--- src/rtl/iob_cache_be_arbiter.sv ---
// Round-robin arbiter that shares one back-end memory port between
// N_MASTERS cache back-ends. One transaction is in flight at a time and
// the grant is held until the write is accepted or the read data returns.
module iob_cache_be_arbiter #(
  parameter int N_MASTERS = 2,
  parameter int ADDR_W    = 24,
  parameter int DATA_W    = 32
) (
  input  logic                            clk_i,
  input  logic                            arst_n_i,
  input  logic                            cke_i,
  input  logic [N_MASTERS-1:0]            m_valid_i,
  input  logic [N_MASTERS*ADDR_W-1:0]     m_addr_i,
  input  logic [N_MASTERS*DATA_W-1:0]     m_wdata_i,
  input  logic [N_MASTERS*DATA_W/8-1:0]   m_wstrb_i,
  output logic [N_MASTERS-1:0]            m_ready_o,
  output logic [N_MASTERS-1:0]            m_rvalid_o,
  output logic [N_MASTERS*DATA_W-1:0]     m_rdata_o,
  output logic                            be_valid_o,
  output logic [ADDR_W-1:0]               be_addr_o,
  output logic [DATA_W-1:0]               be_wdata_o,
  output logic [DATA_W/8-1:0]             be_wstrb_o,
  input  logic                            be_ready_i,
  input  logic                            be_rvalid_i,
  input  logic [DATA_W-1:0]               be_rdata_i
);

  localparam int STRB_W = DATA_W / 8;
  localparam int IDX_W  = $clog2(N_MASTERS);

  typedef enum logic [1:0] {
    IDLE    = 2'd0,
    BUSY    = 2'd1,
    WAIT_RD = 2'd2
  } state_t;

  state_t             state_reg, state_next;
  logic [IDX_W-1:0]   grant_reg, grant_next;
  logic [IDX_W-1:0]   last_reg, last_next;

  logic               sel_valid;
  logic [ADDR_W-1:0]  sel_addr;
  logic [DATA_W-1:0]  sel_wdata;
  logic [STRB_W-1:0]  sel_wstrb;

  logic               rr_hi_found, rr_lo_found;
  logic [IDX_W-1:0]   rr_hi_idx, rr_lo_idx, rr_idx;
  logic               rd_pulse;

  // Multiplex the granted master's request fields
  always_comb begin
    sel_valid = 1'b0;
    sel_addr  = '0;
    sel_wdata = '0;
    sel_wstrb = '0;
    for (int k = 0; k < N_MASTERS; k++) begin
      if (grant_reg == IDX_W'(k)) begin
        sel_valid = m_valid_i[k];
        sel_addr  = m_addr_i[k*ADDR_W +: ADDR_W];
        sel_wdata = m_wdata_i[k*DATA_W +: DATA_W];
        sel_wstrb = m_wstrb_i[k*STRB_W +: STRB_W];
      end
    end
  end

  // Round-robin search: lowest requester above last wins, else wrap to the
  // lowest requester at or below last (works for non-power-of-2 counts)
  always_comb begin
    rr_hi_found = 1'b0;
    rr_hi_idx   = '0;
    rr_lo_found = 1'b0;
    rr_lo_idx   = '0;
    for (int k = 0; k < N_MASTERS; k++) begin
      if (m_valid_i[k]) begin
        if (IDX_W'(k) > last_reg) begin
          if (!rr_hi_found) begin
            rr_hi_found = 1'b1;
            rr_hi_idx   = IDX_W'(k);
          end
        end else if (!rr_lo_found) begin
          rr_lo_found = 1'b1;
          rr_lo_idx   = IDX_W'(k);
        end
      end
    end
    rr_idx = rr_hi_found ? rr_hi_idx : rr_lo_idx;
  end

  // Next-state logic and the shared request valid
  always_comb begin
    state_next = state_reg;
    grant_next = grant_reg;
    last_next  = last_reg;
    be_valid_o = 1'b0;
    case (state_reg)
      IDLE: begin
        if (|m_valid_i) begin
          grant_next = rr_idx;
          state_next = BUSY;
        end
      end
      BUSY: begin
        be_valid_o = sel_valid;
        if (!sel_valid) begin
          // requester withdrew before acceptance: no completion recorded
          state_next = IDLE;
        end else if (be_ready_i) begin
          if (|sel_wstrb) begin
            last_next  = grant_reg;
            state_next = IDLE;
          end else begin
            state_next = WAIT_RD;
          end
        end
      end
      WAIT_RD: begin
        if (be_rvalid_i) begin
          last_next  = grant_reg;
          state_next = IDLE;
        end
      end
      default: state_next = IDLE;
    endcase
  end

  // Bus fields are zeroed whenever no request is presented
  always_comb begin
    be_addr_o  = be_valid_o ? sel_addr  : '0;
    be_wdata_o = be_valid_o ? sel_wdata : '0;
    be_wstrb_o = be_valid_o ? sel_wstrb : '0;
    rd_pulse   = (state_reg == WAIT_RD) && be_rvalid_i;
  end

  // Per-master handshake routing; read data is broadcast to every slot
  genvar gi;
  generate
    for (gi = 0; gi < N_MASTERS; gi++) begin : g_slot
      assign m_ready_o[gi]  = (grant_reg == IDX_W'(gi)) && be_valid_o && be_ready_i;
      assign m_rvalid_o[gi] = (grant_reg == IDX_W'(gi)) && rd_pulse;
      assign m_rdata_o[gi*DATA_W +: DATA_W] = be_rdata_i;
    end
  endgenerate

  // State, grant and round-robin pointer; all hold while cke_i is low
  always_ff @(posedge clk_i or negedge arst_n_i) begin
    if (!arst_n_i) begin
      state_reg <= IDLE;
      grant_reg <= '0;
      last_reg  <= IDX_W'(N_MASTERS - 1);
    end else if (cke_i) begin
      state_reg <= state_next;
      grant_reg <= grant_next;
      last_reg  <= last_next;
    end
  end

endmodule
--- config.mk ---
export PLATFORM = sky130hd
export DESIGN_NAME = iob_cache_be_arbiter
export DESIGN_NICKNAME = d
export VERILOG_FILES = /design/src/rtl/iob_cache_be_arbiter.sv
export SDC_FILE = /design/constraint.sdc
export NUM_CORES = 1
export LEC_CHECK = 0
export ABC_AREA = 1
export CAP_MARGIN = 0
export CORE_AREA = 2 2 113 115
export CTS_BUF_LIST = sky130_fd_sc_hd__clkbuf_16
export DETAILED_ROUTE_END_ITERATION = 10
export DIE_AREA = 0 0 115 117
export PLACE_DENSITY = 0.65
export SLEW_MARGIN = 5
export SYNTH_ARGS = -nofsm -noshare
export SYNTH_HDL_FRONTEND = slang
export SYNTH_SLANG_ARGS = --single-unit
--- constraint.sdc ---
create_clock -name clk_i -period 1.53 [get_ports clk_i]
set_clock_uncertainty 0.2 [all_clocks]
set_input_delay 0.2295 -clock clk_i [delete_from_list [all_inputs] [get_ports clk_i]]
set_output_delay 0.2295 -clock clk_i [all_outputs]
set_load 0.03 [all_outputs]
==> flow_summary_export.csv <==
group,metric,value,unit
cells_and_area,fin_nets,617,
logic_synthesis,synthTopCellsByArea,"nand2_1, buf_4, a21oi_2",
logic_synthesis,ys_warn_count,0,
timing,drv_slew,0,
detailed_routing,post_drt_wl_per_cell,15.1,um
detailed_routing,first_pass_iters,4,
clock_tree,clk_pin_slew,0.03,ns
critical_path,worstReg2RegStart,"grant_reg$_DFFE_PN0P_",
global_routing,grt_pass1_vias,2464,
power,leakagePower,1.73,nW
cells_and_area,layout_commonest_cell,"nand2_1",
critical_path,arrival,1.51,ns
timing,period_needed,1.94,ns
cells_and_area,area_growth,145,%
cells_and_area,layout_common_cells,"nand2_1, clkdlybuf4s50_1, buf_6",
timing,slew_headroom,80.1,%
cells_and_area,diodes,0,
place,gp_congestion,0.812,
critical_path,r2r_slack,-0.13,ns
global_routing,antenna_found_initial,0,
clock_tree,cts_root_buffer,"clkbuf_16",
global_routing,grt_pass1_wl,12.1,mm
detailed_routing,vias_per_cell,4.17,
logic_synthesis,yosysTopAreaCell,"nand2_1",
logic_synthesis,yosys.area.top_type_share,28.4,%
detailed_routing,postRouteAntennaNets,0,
clock_tree,cts_tree,"built",
timing,hold_viol_final,0,
detailed_routing,drc,0,
logic_synthesis,synth_nets,475,
critical_path,crit_type,"flip-flop to output port",
cells_and_area,stdcell_area,0.00443,mm2
status,status,"finished with violations",
timing,setup_viol,67,
logic_synthesis,netlist-cell-type-count,21,
timing,rsz0062_at_grt,"true",
clock_tree,insertion_delay,0.23,ns
global_routing,grt_max_degree,36,
power,vdd_drop_max,0.705,mV
critical_path,required,1.10,ns
clock_tree,cts_sinks,4,
timing,period_share,127,%
place,port_buffers,191,
floorplanning,ios,288,
cells_and_area,final_util,36.0,%
place,place_area,0.00379,mm2
critical_path,rr_worst_depth,10,
floorplanning,initial_core_util,14.7,%
power,power-per-cell-area,1140,mW/mm2
clock_tree,cts_buffers,3,
critical_path,start_kind,"flip-flop",
floorplanning,dieHeight,117,um
cells_and_area,drive_gt1_share,38.9,%
timing,fmax,0.516,GHz
logic_synthesis,yosysSeqAreaShare,5.61,%
floorplanning,rows,41,
cells_and_area,largest_reg_flops,2,
detailed_routing,drtIter0Drc,73,
global_routing,grt.total_usage,11.5,%
logic_synthesis,synthesis.area,0.00181,mm2
critical_path,cp_max_fo,9,
timing,worstMarginPinSlew,0.298,ns
min_path,hold_class,"input port to asynchronous set/reset pin",
status,violations,"negative setup slack",
critical_path,end_kind,"output port",
logic_synthesis,avgSynthCellArea,5.72,um2
critical_path,reg2reg_to,"last_reg$_DFFE_PN1P_",
flow_run,max_cap_viol_count,0,
place,hpwl,6.36,mm
detailed_routing,drt-total-wl,9.20,mm
floorplanning,die_area,0.0135,mm2
floorplanning,core,0.0123,mm2
clock_tree,htreeDepth,1,
clock_tree,cts_hold_buf,0,
global_routing,grt.overflow.total,0,
floorplanning,dieWidth,115,um
timing,fin_ws,-0.407,ns
detailed_routing,vias,2529,
clock_tree,clock_path_buffers,2,
logic_synthesis,synth-seq-cells,4,
logic_synthesis,syn_inst,316,
## worst max-delay path by stage
stage	from	end	slack (ns)	cells after the start
finish	grant_reg$_DFFE_PN0P_	be_wdata_o[22]	-0.41	7
global route	grant_reg$_DFFE_PN0P_	be_wdata_o[22]	-0.46	7
CTS	grant_reg$_DFFE_PN0P_	be_wdata_o[20]	-0.42	7
detailed placement	m_valid_i[1]	be_addr_o[23]	-0.44	7
global placement	m_valid_i[1]	be_addr_o[9]	-0.43	7
floorplan	grant_reg$_DFFE_PN0P_	m_ready_o[1]	-0.14	3
## cells by family (layout without fill, tap and decap cells)
logic type / count (synthesis) / after routing / synth area share, %
flops: 4 / 4 / 5.61
simple gates: 157 / 158 / 34.5
compound gates: 65 / 65 / 24.2
buf+inv: 90 / 230 / 35.6
## repair_timing
item                                    CTS  global route
setup buffers                             3             1
gates resized for setup                  63            25
pin swaps                                 0             1
cloned                                    5             4
endpoints found under the setup margin   67            67
## Yosys cell counts
| cell | number |
|---|---|
| nor3_2 | 1 |
| nand2_2 | 3 |
| inv_1 | 5 |
| dfstp_2 | 1 |
| nand3_1 | 4 |
| a21oi_2 | 30 |
| dfrtp_1 | 3 |
| clkbuf_1 | 6 |
| a21oi_1 | 31 |
| nand2_1 | 137 |
| inv_2 | 2 |
| buf_6 | 8 |
| o21ai_0 | 3 |
| o21ai_1 | 1 |
| or2_2 | 1 |
| nor3_1 | 2 |
| buf_2 | 5 |
| buf_4 | 64 |
| nand3b_1 | 1 |
| nand2_4 | 1 |
| nor2_1 | 7 |
## cell type report
cell class,instances,area [um2]
multi-input cells,223,1620
fillers,1245,7880
repair buffers,219,2410
flip-flops and latches,4,103
clock inverters,1,3.75
well taps,150,188
clock buffers,3,75.1
inverters,7,33.8
## per-stage QoR
| step | worst slack (ns) | std cells | hold WS, ns | setup TNS, ns | total power, mW |
|---|---|---|---|---|---|
| floorplan | -0.136 | 316 | -0.266 | -5.09 | 2.96 |
| global placement | -0.433 | 590 | 0.242 | -25.17 | 3.66 |
| detailed placement | -0.443 | 590 | 0.244 | -26.02 | 3.71 |
| CTS | -0.418 | 602 | 0.00344 | -24.30 | 4.70 |
| global route | -0.463 | 607 | 0.0148 | -27.36 | 5.31 |
| finish | -0.407 | 607 | 0.000814 | -23.75 | 5.03 |
## critical path: stages, from the launching register on
cell and delay [ns]:
dfrtp_2 0.44, inv_4 0.09, nand2_4 0.07, nand2_8 0.10
nand2_8 0.11, buf_6 0.17, a21oi_2 0.14, buf_6 0.15
## metal layers
layer  GRT usage [%]  share of wire [%]  wire (um)
met3            3.09                9.3        851
met2            22.5                 52       4760
met1            11.7                 37       3360
met4            3.69                2.5        228
met5               0                  0          0
## power breakdown
part           internal [mW]  leakage, nW  switching (mW)
clock                  0.338       0.0423          0.0848
sequential             0.149       0.0478          0.0348
combinational           1.89         1.64            2.53
No activity file was read; power rests on OpenSTA's default activity.
